### src/rtl/gps_tracker_mc.sv
`default_nettype none
// ============================================================================
// Module   : gps_tracker_mc
// Purpose  : Multi-channel GPS/beacon lock tracker with per-channel
//            confirm counting, timeout and hold-over states.
// Revision : 1.0 - initial release
// ============================================================================
module gps_tracker_mc #(
    parameter int CH      = 4,
    parameter int CONFIRM = 3,
    parameter int TIMEOUT = 8
) (
    input  logic                                 clk,
    input  logic                                 rst,
    input  logic                                 in_valid,
    input  logic [((CH > 1) ? $clog2(CH) : 1)-1:0] in_ch,
    input  logic [1:0]                           in_code,
    output logic [CH-1:0]                        gps_lock,
    output logic [CH-1:0]                        gps_hold,
    output logic [CH-1:0]                        lost,
    output logic [$clog2(CH+1)-1:0]              lock_count
);

    localparam int c_CH_W  = (CH > 1) ? $clog2(CH) : 1;
    localparam int c_CNT_W = $clog2(CONFIRM + 1);
    localparam int c_TMR_W = $clog2(TIMEOUT + 1);
    localparam int c_LC_W  = $clog2(CH + 1);

    localparam logic [c_CNT_W-1:0] c_CONFIRM = c_CNT_W'(CONFIRM);
    localparam logic [c_TMR_W-1:0] c_TIMEOUT = c_TMR_W'(TIMEOUT);

    localparam logic [1:0] c_CODE_PING   = 2'b00;
    localparam logic [1:0] c_CODE_TOGGLE = 2'b01;
    localparam logic [1:0] c_CODE_IDLE   = 2'b10;
    localparam logic [1:0] c_CODE_FIX    = 2'b11;

    typedef enum logic [1:0] {
        ST_BEACON = 2'd0,
        ST_ACQ    = 2'd1,
        ST_GPS    = 2'd2,
        ST_HOLD   = 2'd3
    } state_t;

    state_t               r_state    [CH];
    logic [c_CNT_W-1:0]   r_cnt      [CH];
    logic [c_TMR_W-1:0]   r_tmr      [CH];

    state_t               w_state_nx [CH];
    logic [c_CNT_W-1:0]   w_cnt_nx   [CH];
    logic [c_TMR_W-1:0]   w_tmr_nx   [CH];
    logic [CH-1:0]        w_hit;
    logic [CH-1:0]        w_lost_nx;
    logic [CH-1:0]        w_lock_nx;
    logic [CH-1:0]        w_hold_nx;
    logic [c_LC_W-1:0]    w_count_nx;

    // Out-of-range in_ch never matches any channel index, so it is dropped here.
    always_comb begin
        w_hit = '0;
        for (int i = 0; i < CH; i++) begin
            w_hit[i] = in_valid && (in_ch == c_CH_W'(i));
        end
    end

    always_comb begin
        w_lost_nx = '0;
        for (int i = 0; i < CH; i++) begin
            w_state_nx[i] = r_state[i];
            w_cnt_nx[i]   = r_cnt[i];
            w_tmr_nx[i]   = r_tmr[i];
            unique case (r_state[i])
                ST_BEACON: begin
                    if (w_hit[i] && in_code == c_CODE_TOGGLE) begin
                        w_state_nx[i] = ST_ACQ;
                        w_cnt_nx[i]   = '0;
                    end
                end
                ST_ACQ: begin
                    if (w_hit[i]) begin
                        if (in_code == c_CODE_FIX) begin
                            if (r_cnt[i] + c_CNT_W'(1) == c_CONFIRM) begin
                                w_state_nx[i] = ST_GPS;
                                w_cnt_nx[i]   = '0;
                                w_tmr_nx[i]   = '0;
                            end else begin
                                w_cnt_nx[i] = r_cnt[i] + c_CNT_W'(1);
                            end
                        end else if (in_code != c_CODE_IDLE) begin
                            w_state_nx[i] = ST_BEACON;
                            w_cnt_nx[i]   = '0;
                        end
                    end
                end
                ST_GPS: begin
                    // A sample for this channel takes priority over expiry.
                    if (w_hit[i] && in_code == c_CODE_FIX) begin
                        w_tmr_nx[i] = '0;
                    end else if (w_hit[i] && in_code == c_CODE_TOGGLE) begin
                        w_state_nx[i] = ST_BEACON;
                        w_tmr_nx[i]   = '0;
                    end else if (r_tmr[i] + c_TMR_W'(1) == c_TIMEOUT) begin
                        w_state_nx[i] = ST_HOLD;
                        w_tmr_nx[i]   = '0;
                    end else begin
                        w_tmr_nx[i] = r_tmr[i] + c_TMR_W'(1);
                    end
                end
                ST_HOLD: begin
                    if (w_hit[i] && in_code == c_CODE_FIX) begin
                        w_state_nx[i] = ST_GPS;
                        w_tmr_nx[i]   = '0;
                    end else if (w_hit[i] && in_code == c_CODE_TOGGLE) begin
                        w_state_nx[i] = ST_BEACON;
                        w_tmr_nx[i]   = '0;
                    end else if (r_tmr[i] + c_TMR_W'(1) == c_TIMEOUT) begin
                        w_state_nx[i] = ST_BEACON;
                        w_tmr_nx[i]   = '0;
                        w_lost_nx[i]  = 1'b1;
                    end else begin
                        w_tmr_nx[i] = r_tmr[i] + c_TMR_W'(1);
                    end
                end
                default: w_state_nx[i] = ST_BEACON;
            endcase
        end
    end

    always_comb begin
        w_lock_nx  = '0;
        w_hold_nx  = '0;
        w_count_nx = '0;
        for (int i = 0; i < CH; i++) begin
            w_lock_nx[i] = (w_state_nx[i] == ST_GPS);
            w_hold_nx[i] = (w_state_nx[i] == ST_HOLD);
            w_count_nx   = w_count_nx + c_LC_W'(w_lock_nx[i]);
        end
    end

    always_ff @(posedge clk or negedge rst) begin
        if (!rst) begin
            for (int i = 0; i < CH; i++) begin
                r_state[i] <= ST_BEACON;
                r_cnt[i]   <= '0;
                r_tmr[i]   <= '0;
            end
            gps_lock   <= '0;
            gps_hold   <= '0;
            lost       <= '0;
            lock_count <= '0;
        end else begin
            for (int i = 0; i < CH; i++) begin
                r_state[i] <= w_state_nx[i];
                r_cnt[i]   <= w_cnt_nx[i];
                r_tmr[i]   <= w_tmr_nx[i];
            end
            gps_lock   <= w_lock_nx;
            gps_hold   <= w_hold_nx;
            lost       <= w_lost_nx;
            lock_count <= w_count_nx;
        end
    end

endmodule
`default_nettype wire

### config.mk
export PLATFORM = sky130hd
export DESIGN_NAME = gps_tracker_mc
export DESIGN_NICKNAME = d
export VERILOG_FILES = /design/src/rtl/gps_tracker_mc.sv
export SDC_FILE = /design/constraint.sdc
export NUM_CORES = 1
export LEC_CHECK = 0
export CAP_MARGIN = 30
export CORE_MARGIN = 2
export CORE_UTILIZATION = 60
export CTS_CLUSTER_SIZE = 30
export DETAILED_ROUTE_END_ITERATION = 10
export MAX_ROUTING_LAYER = met4
export PLACE_DENSITY = 0.88
export SLEW_MARGIN = 0
export SYNTH_ARGS = -nofsm -noshare
export SYNTH_HDL_FRONTEND = slang
export SYNTH_SLANG_ARGS = --single-unit
export TNS_END_PERCENT = 100
### constraint.sdc
create_clock -name clk -period 6.6 [get_ports clk]
set_input_delay 1.32 -clock clk [delete_from_list [all_inputs] [get_ports clk]]
set_output_delay 1.32 -clock clk [all_outputs]
set_load 0.01 [all_outputs]
==> out/metrics.cfg <==
[run_status]
status = complete, no violations

[logic_synthesis]
synth.largest_area_cell = dfrtp_1
synth.area.top_cells = dfrtp_1 (45%), nand2_1 (4.7%), ha_1 (3.8%)
netlist_instances = 264
synth_edf_count = 0
avgSynthCellArea_um2 = 9.89
async_flop_share_pct = 100
synth_fp_nets = 280
netlist.area_leader.share_pct = 45.1
synthDistinctLibCells = 67
ys.flop_type = dfrtp_1
ys_seq_area_share_pct = 45.1
ys_warn_count = 0
syn-cell-area_um2 = 2610
synth_seq_cells = 47

[setup_path]
reg2reg_depth = 10
cp-end-kind = flop
cp-start-kind = input port
arrival_ns = 4.16
path_class = in2reg
crit_path_max_fanout = 17
reg2reg_slack_ns = 3.63
r2r_start = r_tmr[8]
r2r-end = lock_count[1]
cp.required_ns = 6.79

[global_route]
grt.met1_usage_pct = 30.8
busiest_layer = met2
antenna_found_initial = 0
grt_pass1_wl_um = 9050
grt_pass1_vias = 1974
grtUsageMet3_pct = 5.05
grt_start_max_net_pins = 26
grt_util_all_layers_pct = 23.4
grt_overflow = 0
grt_util_met2_pct = 37.0

[clock_network]
cts-buffers-inserted = 5
root_buffer = clkbuf_8
clockBufferDepth = 2
cts.htree.levels = 2
clock_latency_ns = 0.30
cts_tree = yes
cts_resized = 0
holdBufCountCts = 0
cts_setup_buffers = 0
cts.sinks = 47
clkTransAtPathRegs_ns = 0.08

[finish]
syn2layout_area_growth_pct = 12.0
fillerInstances = 311
utilization_pct = 71.5
layout.nets = 299
diodes = 0
drive_gt1_share_pct = 10.2

[placement]
port_buffers = 21
dpl_worst_slack_ns = 2.33
gp_congestion = 0.876
dp_hpwl_um = 3570

[floorplan]
coreArea_um2 = 4090
dieArea_um2 = 4890
initial_core_util_pct = 63.9
chipHeight_um = 70.0
die-width_um = 70.0
rows = 23
ios = 22

[timing]
skew_ns = 0.00482
fin_crit_sh_pct = 60.2
fin_setup_tns_ns = 0
tightest_slew_ns = 0.584
slew_headroom_pct = 61.0
max_freq_mhz = 252
drv_slew = 0
finalHoldViolations = 0
finalCriticalPeriod_ns = 3.97
setup_viol = 0
fin_ws_ns = 2.63
grt_setup_unrepaired = no

[worst_hold_path]
min_path_cells = 1
worst_hold_path_type = reg2reg
holdPathEnd = r_cnt[2]
hp-start = r_cnt[2]

[route]
dr.pass1.iters = 5
vias = 1978
postRouteAntennaNets = 0
drcViolationCount = 0
via_per_inst = 5.92
wl_um = 5020
drtIter0Drc = 134
wl_per_cell_um = 15.0

[flow_run]
max-cap-violations = 0

[power]
leakage_nw = 1.29
irDropWorstVdd_v = 0.000144
total_power_w = 0.000684
power_density_nw_per_um2 = 234

[logic make-up (layout without fill, tap and decap cells)]
logic type	count (synthesis)	after routing	synth area share (%)
simple gates	106	106	23.0
compound gates	71	71	19.6
flops	47	47	45.1
buf+inv	21	41	4.12
fa+ha+maj	13	13	6.18
xor+xnor	5	5	1.68
mux	1	1	0.431
[cells in the mapped netlist, types with 2 or more instances]
library cell / instances
and2_1: 5
nor2_1: 24
nor3_1: 2
nor3b_1: 2
o21ai_0: 15
a21bo_2: 2
nand3b_1: 5
nor2b_1: 4
nand2_1: 33
maj3_1: 3
a32oi_1: 3
a21oi_1: 11
ha_1: 8
o31ai_1: 6
nand2b_1: 3
nand3_1: 6
xnor2_1: 4
o21ai_1: 5
and3b_1: 2
a21boi_0: 2
and3_1: 3
dfrtp_1: 47
a21oi_2: 2
buf_4: 3
inv_1: 9
or2_1: 2
clkbuf_1: 3
buf_2: 2
o22a_1: 2
a21o_1: 2
buf_6: 2
inv_2: 2
a22o_1: 5
o31a_1: 2
[worst max-delay path by stage]
stage                from            end  slack [ns]  cells after the start
5_1_grt        in_code[0]  lock_count[1]        2.43                     10
2_1_floorplan    in_ch[1]  lock_count[1]        3.17                     10
4_1_cts        in_code[0]  lock_count[1]        2.63                     10
3_5_place_dp   in_code[0]  lock_count[1]        2.33                     10
3_3_place_gp   in_code[0]  lock_count[1]        2.39                     10
6_report       in_code[0]  lock_count[1]        2.63                     10
[worst max-delay path: stages]
cell and delay (ns):
clkdlybuf4s50_1 0.84, nand4b_2 0.25, nor3_2 0.24, a21oi_1 0.06
a31o_1 0.21, or2_1 0.23, fa_1 0.52, inv_1 0.04
ha_1 0.17, ha_1 0.26
[where the power goes]
part	internal [W]	leakage, nW	switching, W
sequential	0.000325	0.635	0.0000607
combinational	0.0000643	0.609	0.0000659
clock	0.0000726	0.0477	0.0000955
total	0.000462	1.29	0.000222
[stage by stage]
stage          area [um2]  cells  hold slack (ns)
2_1_floorplan        2610    264            0.444
3_3_place_gp         2810    325            0.464
3_5_place_dp         2840    326            0.467
4_1_cts              2920    334            0.477
5_1_grt              2920    334            0.500
6_report             2920    334            0.476
[sequential cells by signal (all words and copies together), names as in the netlist]
signal,flops
r_tmr,16
r_cnt,8
r_state,8
gps_hold,4
gps_lock,4
lost,4
lock_count,3
[area by class of cell]
cell class                      count  area [um2]  share of cell area [%]
Inverter                           11        41.3                    1.41
Timing Repair Buffer               22         233                    7.96
Sequential cell                    47        1180                    40.2
Clock buffer                        5        68.8                    2.35
Multi-Input combinational cell    196        1330                    45.4
Tap cell                           50        62.6                    2.14
Clock inverter                      3        15.0                   0.514
[placed cells by master (no fill, tap or decap), types with 6 or more instances in the layout]
master and instances:
nor2_1 24, nand3_1 6, ha_1 8, inv_1 9, a21oi_1 11, clkdlybuf4s50_1 20, o21ai_0 15, dfrtp_1 47
nand2_1 33, o31ai_1 6
[metal layers]
layer  part of all wire, %  vias to the layer above
met5                     0                        -
met3                   3.6                       11
li1                      -                      984
met4                   1.7                        0
met1                    48                      944
met2                    47                       39
Power figures use the tool's default switching activity.
